**src/rtl/mc_cfg_loader_if.sv**
```systemverilog
`default_nettype none
// ============================================================================
// Module   : mc_cfg_loader_if
// Brief    : Serial frame handshake and live macrocell XOR config bundle.
// Revision : 1.0
// ============================================================================
interface mc_cfg_loader_if #(
    parameter int NUM_MC = 16
);
    logic              start;
    logic              sdi;
    logic              sdi_valid;
    logic              sdi_ready;
    logic              busy;
    logic              done;
    logic              err;
    logic              cfg_valid;
    logic [NUM_MC-1:0] cfg_xor_a;
    logic [NUM_MC-1:0] cfg_xor_b;
    logic [NUM_MC-1:0] cfg_xor_inv;

    modport master (
        output start, sdi, sdi_valid,
        input  sdi_ready, busy, done, err, cfg_valid,
        input  cfg_xor_a, cfg_xor_b, cfg_xor_inv
    );

    modport slave (
        input  start, sdi, sdi_valid,
        output sdi_ready, busy, done, err, cfg_valid,
        output cfg_xor_a, cfg_xor_b, cfg_xor_inv
    );
endinterface
`default_nettype wire

```
**src/rtl/mc_cfg_loader.sv**
```systemverilog
`default_nettype none
// ============================================================================
// Module   : mc_cfg_loader
// Brief    : Framed serial loader for macrocell xor_a/xor_b/xor_inv selects.
// Revision : 1.0
// ============================================================================
module mc_cfg_loader #(
    parameter int         NUM_MC = 16,
    parameter logic [7:0] SYNC   = 8'hA5
) (
    input  logic             clk,
    input  logic             rst,
    mc_cfg_loader_if.slave   bus
);
    localparam int                c_PAY_BITS = 3 * NUM_MC;
    localparam int                c_CW       = $clog2(c_PAY_BITS + 1);
    localparam logic [c_CW-1:0]   c_LAST     = c_CW'(c_PAY_BITS - 1);

    typedef enum logic [2:0] {
        ST_IDLE   = 3'd0,
        ST_HDR    = 3'd1,
        ST_LOAD   = 3'd2,
        ST_PAR    = 3'd3,
        ST_COMMIT = 3'd4,
        ST_ERR    = 3'd5
    } state_t;

    state_t                 r_state;
    state_t                 w_next;
    logic [2:0]             r_hdr_cnt;
    logic [6:0]             r_hdr;
    logic [c_CW-1:0]        r_cnt;
    logic                   r_par;
    logic [c_PAY_BITS-1:0]  r_shadow;
    logic [NUM_MC-1:0]      r_cfg_a, r_cfg_b, r_cfg_inv;
    logic [NUM_MC-1:0]      w_sh_a, w_sh_b, w_sh_inv;
    logic                   r_cfg_valid;
    logic                   w_ready, w_accept, w_hdr_ok, w_par_ok, w_restart;
    logic                   w_busy, w_done, w_err;

    assign w_ready   = (r_state == ST_HDR) || (r_state == ST_LOAD) || (r_state == ST_PAR);
    assign w_accept  = bus.sdi_valid && w_ready;
    // Header compare includes the bit arriving this cycle, so no extra cycle.
    assign w_hdr_ok  = ({r_hdr, bus.sdi} == SYNC);
    assign w_par_ok  = ~(r_par ^ bus.sdi);
    assign w_restart = bus.start && ((r_state == ST_IDLE) || (r_state == ST_ERR));

    // Shadow is packed per macrocell as {inv, b, a}, macrocell 0 at the bottom.
    for (genvar i = 0; i < NUM_MC; i++) begin : g_unpack
        assign w_sh_a[i]   = r_shadow[3*i];
        assign w_sh_b[i]   = r_shadow[3*i+1];
        assign w_sh_inv[i] = r_shadow[3*i+2];
    end

    always_ff @(posedge clk or posedge rst) begin
        if (rst) begin
            r_state <= ST_IDLE;
        end else begin
            r_state <= w_next;
        end
    end

    always_comb begin
        w_next = r_state;
        w_busy = 1'b0;
        w_done = 1'b0;
        w_err  = 1'b0;
        case (r_state)
            ST_IDLE: begin
                if (bus.start) w_next = ST_HDR;
            end
            ST_HDR: begin
                w_busy = 1'b1;
                if (w_accept && (r_hdr_cnt == 3'd7)) w_next = w_hdr_ok ? ST_LOAD : ST_ERR;
            end
            ST_LOAD: begin
                w_busy = 1'b1;
                if (w_accept && (r_cnt == c_LAST)) w_next = ST_PAR;
            end
            ST_PAR: begin
                w_busy = 1'b1;
                if (w_accept) w_next = w_par_ok ? ST_COMMIT : ST_ERR;
            end
            ST_COMMIT: begin
                w_busy = 1'b1;
                w_done = 1'b1;
                w_next = ST_IDLE;
            end
            ST_ERR: begin
                w_err = 1'b1;
                if (bus.start) w_next = ST_HDR;
            end
            default: w_next = ST_IDLE;
        endcase
    end

    always_ff @(posedge clk or posedge rst) begin
        if (rst) begin
            r_hdr_cnt   <= '0;
            r_hdr       <= '0;
            r_cnt       <= '0;
            r_par       <= 1'b0;
            r_shadow    <= '0;
            r_cfg_a     <= '0;
            r_cfg_b     <= '0;
            r_cfg_inv   <= '0;
            r_cfg_valid <= 1'b0;
        end else begin
            if (w_restart) begin
                r_hdr_cnt <= '0;
                r_cnt     <= '0;
                r_par     <= 1'b0;
            end
            if (w_accept && (r_state == ST_HDR)) begin
                r_hdr     <= {r_hdr[5:0], bus.sdi};
                r_hdr_cnt <= r_hdr_cnt + 3'd1;
            end
            if (w_accept && (r_state == ST_LOAD)) begin
                r_shadow[r_cnt] <= bus.sdi;
                r_par           <= r_par ^ bus.sdi;
                r_cnt           <= r_cnt + c_CW'(1);
            end
            if (r_state == ST_COMMIT) begin
                r_cfg_a     <= w_sh_a;
                r_cfg_b     <= w_sh_b;
                r_cfg_inv   <= w_sh_inv;
                r_cfg_valid <= 1'b1;
            end
        end
    end

    assign bus.sdi_ready   = w_ready;
    assign bus.busy        = w_busy;
    assign bus.done        = w_done;
    assign bus.err         = w_err;
    assign bus.cfg_valid   = r_cfg_valid;
    assign bus.cfg_xor_a   = r_cfg_a;
    assign bus.cfg_xor_b   = r_cfg_b;
    assign bus.cfg_xor_inv = r_cfg_inv;
endmodule
`default_nettype wire

```
**src/flat_wrapper.sv**
```systemverilog
// flat-port wrapper written by rule: the top's interface ports become plain ports
module mc_cfg_loader_flat 
#(
    parameter int         NUM_MC = 16,
    parameter logic [7:0] SYNC   = 8'hA5
)
  (clk, rst, bus_start, bus_sdi, bus_sdi_valid, bus_sdi_ready, bus_busy, bus_done, bus_err, bus_cfg_valid, bus_cfg_xor_a, bus_cfg_xor_b, bus_cfg_xor_inv);
  mc_cfg_loader_if #(.NUM_MC(NUM_MC)) bus_i ();
  input  logic clk;
  input  logic rst;
  input wire logic [$bits(bus_i.start)-1:0] bus_start;
  input wire logic [$bits(bus_i.sdi)-1:0] bus_sdi;
  input wire logic [$bits(bus_i.sdi_valid)-1:0] bus_sdi_valid;
  output wire logic [$bits(bus_i.sdi_ready)-1:0] bus_sdi_ready;
  output wire logic [$bits(bus_i.busy)-1:0] bus_busy;
  output wire logic [$bits(bus_i.done)-1:0] bus_done;
  output wire logic [$bits(bus_i.err)-1:0] bus_err;
  output wire logic [$bits(bus_i.cfg_valid)-1:0] bus_cfg_valid;
  output wire logic [$bits(bus_i.cfg_xor_a)-1:0] bus_cfg_xor_a;
  output wire logic [$bits(bus_i.cfg_xor_b)-1:0] bus_cfg_xor_b;
  output wire logic [$bits(bus_i.cfg_xor_inv)-1:0] bus_cfg_xor_inv;
  assign bus_i.start = bus_start;
  assign bus_i.sdi = bus_sdi;
  assign bus_i.sdi_valid = bus_sdi_valid;
  assign bus_sdi_ready = bus_i.sdi_ready;
  assign bus_busy = bus_i.busy;
  assign bus_done = bus_i.done;
  assign bus_err = bus_i.err;
  assign bus_cfg_valid = bus_i.cfg_valid;
  assign bus_cfg_xor_a = bus_i.cfg_xor_a;
  assign bus_cfg_xor_b = bus_i.cfg_xor_b;
  assign bus_cfg_xor_inv = bus_i.cfg_xor_inv;
  mc_cfg_loader #(.NUM_MC(NUM_MC), .SYNC(SYNC)) u_core (.clk(clk), .rst(rst), .bus(bus_i));
endmodule
```
**config.mk**
```make
export PLATFORM = sky130hd
export DESIGN_NAME = mc_cfg_loader_flat
export DESIGN_NICKNAME = d
export VERILOG_FILES = /design/src/rtl/mc_cfg_loader_if.sv /design/src/rtl/mc_cfg_loader.sv /design/src/flat_wrapper.sv
export SDC_FILE = /design/constraint.sdc
export NUM_CORES = 1
export LEC_CHECK = 0
export BUFFER_PORTS_ARGS = -buffer_cell sky130_fd_sc_hd__clkbuf_2
export CAP_MARGIN = 20
export CORE_UTILIZATION = 58
export DETAILED_ROUTE_END_ITERATION = 10
export PLACE_DENSITY = 0.79
export RECOVER_POWER = 100
export REMOVE_ABC_BUFFERS = 1
export SKIP_CTS_REPAIR_TIMING = 1
export SLEW_MARGIN = 20
export SYNTH_ARGS = -nofsm -noshare
export SYNTH_HDL_FRONTEND = slang
export SYNTH_SLANG_ARGS = --single-unit
export TNS_END_PERCENT = 20
```
**constraint.sdc**
```tcl
create_clock -name clk -period 3.4 [get_ports clk]
set_input_delay 0 -clock clk [delete_from_list [all_inputs] [get_ports clk]]
set_output_delay 0 -clock clk [all_outputs]
set_load 0.05 [all_outputs]
```
==> results by group <==
Synthesis
  – Synth Instances: 405
  – Post-synth design cell area: 0.00502 sq mm
  – Register area share after synthesis: 58.4%
  – Post-synth EDFFs: 0
  – Synth cell types: 43
  – Ys async rst share: 100%
  – Mean Syn Cell Area: 12.4 sq um
  – Ys flop type: dfrtp_1
  – Yosys reg bits: 117
  – Yosys top cell area share: 58.4%
  – Leading area contributor after synthesis: dfrtp_1
  – Synth top area cells: dfrtp_1 (58%), mux2_2 (19%), nand2_1 (2.8%)
  – Ys Warns: 0

Status
  – Status: finished with violations
  – Failing checks: capacitance limit, slew limit

Worst hold path
  – Min-Delay Path Class: input pin to flop
  – Hold_sp: bus_start

Timing
  – Post-layout min period: 2.71 ns
  – Setup violators final: 0
  – RSZ-0062 raised after global routing: no
  – Crit share post-route: 79.7%
  – Fmax: 369 MHz
  – Final hold vios: 0
  – Worst Tran Pin Value: 2.25 ns
  – Final worst slack: 0.689 ns
  – Clock skew: 0.00621 ns
  – Rel. slew slack: -50.1%
  – Slew Limit Fails: 62

Layout
  – Post-Layout Inst Area: 0.00588 sq mm
  – Antenna Cells: 0
  – P&R area growth vs syn: 17.2%
  – Commonest non-fill, non-tap cell in the layout: dfrtp_1
  – Final Util: 70.8%
  – Share of post-route cells with drive strength above 1: 27.9%
  – Commonest non-fill, non-tap cells in the layout: dfrtp_1 (117), mux2_2 (86), clkbuf_1 (55)
  – Nets: 467

Placed design
  – Post-DP Area: 0.00534 sq mm
  – Gp weighted congestion: 0.837
  – Dpl ws: 1.11 ns
  – Port buffer count: 57
  – Final HPWL DP: 6250 um

GRT
  – GRT Overall Usage: 23.8%
  – Number of global-route vias before repair: 3242
  – Remaining global-route overflow: 0
  – Largest net degree at the start of global routing: 62
  – First-pass GRT wire length: 15900 um
  – Initial antenna violation count: 0

Detailed routing
  – Final WL: 9540 um
  – DRT antenna net count: 0
  – Router iterations before antenna repair: 4
  – Via count: 3272
  – Drt via density: 5.69
  – Remaining DRCs: 0
  – Wire length per cell: 16.6 um
  – Initial DRC Count: 243

Clocking
  – CTS max path bufs: 2
  – H-tree depth: 4
  – CTS tree: yes
  – Clock latency on the worst-skew pair: 0.51 ns
  – CTS Sinks: 117
  – CTS buffer count: 17
  – Root buffer cell: clkbuf_8
  – Worst-path clk slew: 0.05 ns

Pwr
  – Pwr per Cell Area: 613 mW/mm^2
  – VDD IR-drop max: 0.372 mV
  – Leak: 0.00283 uW

Setup path
  – Crit path from: u_core.r_state[2]
  – Startpoint Class: flop
  – WS Path Type: flop to flop
  – Critical path fanouts, max: 26
  – WP data required: 3.79 ns
  – CP endpoint kind: flop
  – Crit path DAT: 3.10 ns
  – Reg-to-reg slack, setup: 0.69 ns
  – Worst r2r src: u_core.r_state[2]

Floorplan
  – Die ar.: 0.00902 sq mm
  – Initial cell density of the core: 60.4%
  – Die Ht: 95.0 um
  – Row Count: 33
  – Core Region: 0.00830 sq mm
  – Die Wd: 95.0 um
  – Num ports: 58

Run
  – Max-cap violation count: 2
-- where the power goes --
| group | total (uW) | switching (uW) | internal (uW) |
|---|---|---|---|
| Clock | 1760 | 582 | 1180 |
| Sequential | 1520 | 61.9 | 1460 |
| Combinational | 316 | 200 | 116 |
-- kinds of logic (layout without fill, tap and decap cells) --
kind of cell,after synthesis,count (layout),share of synthesized area (%)
simple gates,122,122,12.5
fa+ha+maj,3,3,0.748
buf+inv,32,97,2.97
compound gates,34,34,3.82
mux,94,94,21.1
flops,117,117,58.4
xor+xnor,3,3,0.524
-- cells in the mapped netlist (2+ instances only) --
master / number
xnor2_1: 3
buf_6: 2
nor2b_1: 2
and3_1: 2
nor2_1: 30
nor2_2: 4
dfrtp_1: 117
or4b_4: 2
inv_1: 2
nor4_1: 2
nand2_1: 37
or2_2: 2
nor3b_1: 4
nor3_1: 2
a31oi_1: 2
and2_1: 2
ha_1: 3
and4b_1: 2
mux2_2: 86
buf_2: 8
or3b_2: 2
clkbuf_1: 18
nand3b_1: 2
nand4_1: 2
o211ai_1: 2
nand3_1: 17
mux2_1: 7
o21ai_0: 24
nand2b_1: 2
nand4b_1: 2
-- path summary, 6_finish.rpt --
kind / depth (start not counted) / endpoint
hold / removal: 4 / u_core.r_state[1]
setup / recovery: 4 / u_core.bus.cfg_xor_a[6]
min in group asynchronous: 3 / u_core.bus.cfg_xor_a[11]
hold reg to reg: 1 / u_core.bus.cfg_valid
setup reg to reg: 4 / u_core.bus.cfg_xor_a[6]
max in group asynchronous: 4 / u_core.r_shadow[2]
-- sequential cells by signal (all words and copies together) (netlist names) --
register	flops
u_core.r_par	1
u_core.r_state	3
u_core.r_hdr_cnt	3
u_core.r_shadow	48
u_core.bus.cfg_xor_b	16
u_core.r_hdr	7
u_core.bus.cfg_valid	1
u_core.r_cnt	6
u_core.bus.cfg_xor_inv	16
u_core.bus.cfg_xor_a	16
-- cell type report --
class	count	area, sq um
clock buffers	22	473
well taps	105	131
clock inverters	8	124
fillers	591	2420
flip-flops and latches	117	2930
inverters	2	7.51
repair buffers	65	283
multi-input cells	256	1930
-- metal layers --
layer / wire length [um] / vias up / GRT usage, %
li1: - / 1520 / -
met1: 4280 / 1663 / 30.8
met2: 4770 / 73 / 38.4
met3: 334 / 16 / 6.52
met4: 162 / 0 / 8.84
met5: 0 / - / 0
-- worst max-delay path, stage by stage, from the launching register on --
cell and delay (ns):
dfrtp_1 0.61, inv_1 0.18, nor3_1 0.23, clkbuf_1 1.12, mux2_2 0.44
-- metrics by stage --
step	std cells	total power (uW)	setup TNS, ns	hold slack (ns)
after floorplan	375	1780	-114.03	0.129
after global placement	542	1850	0	0.166
after detailed placement	542	1860	0	0.174
after CTS	572	3630	0	-0.358
after global routing	575	3740	0	0.129
final	575	3600	0	0.0898
Power figures use the tool's default switching activity.
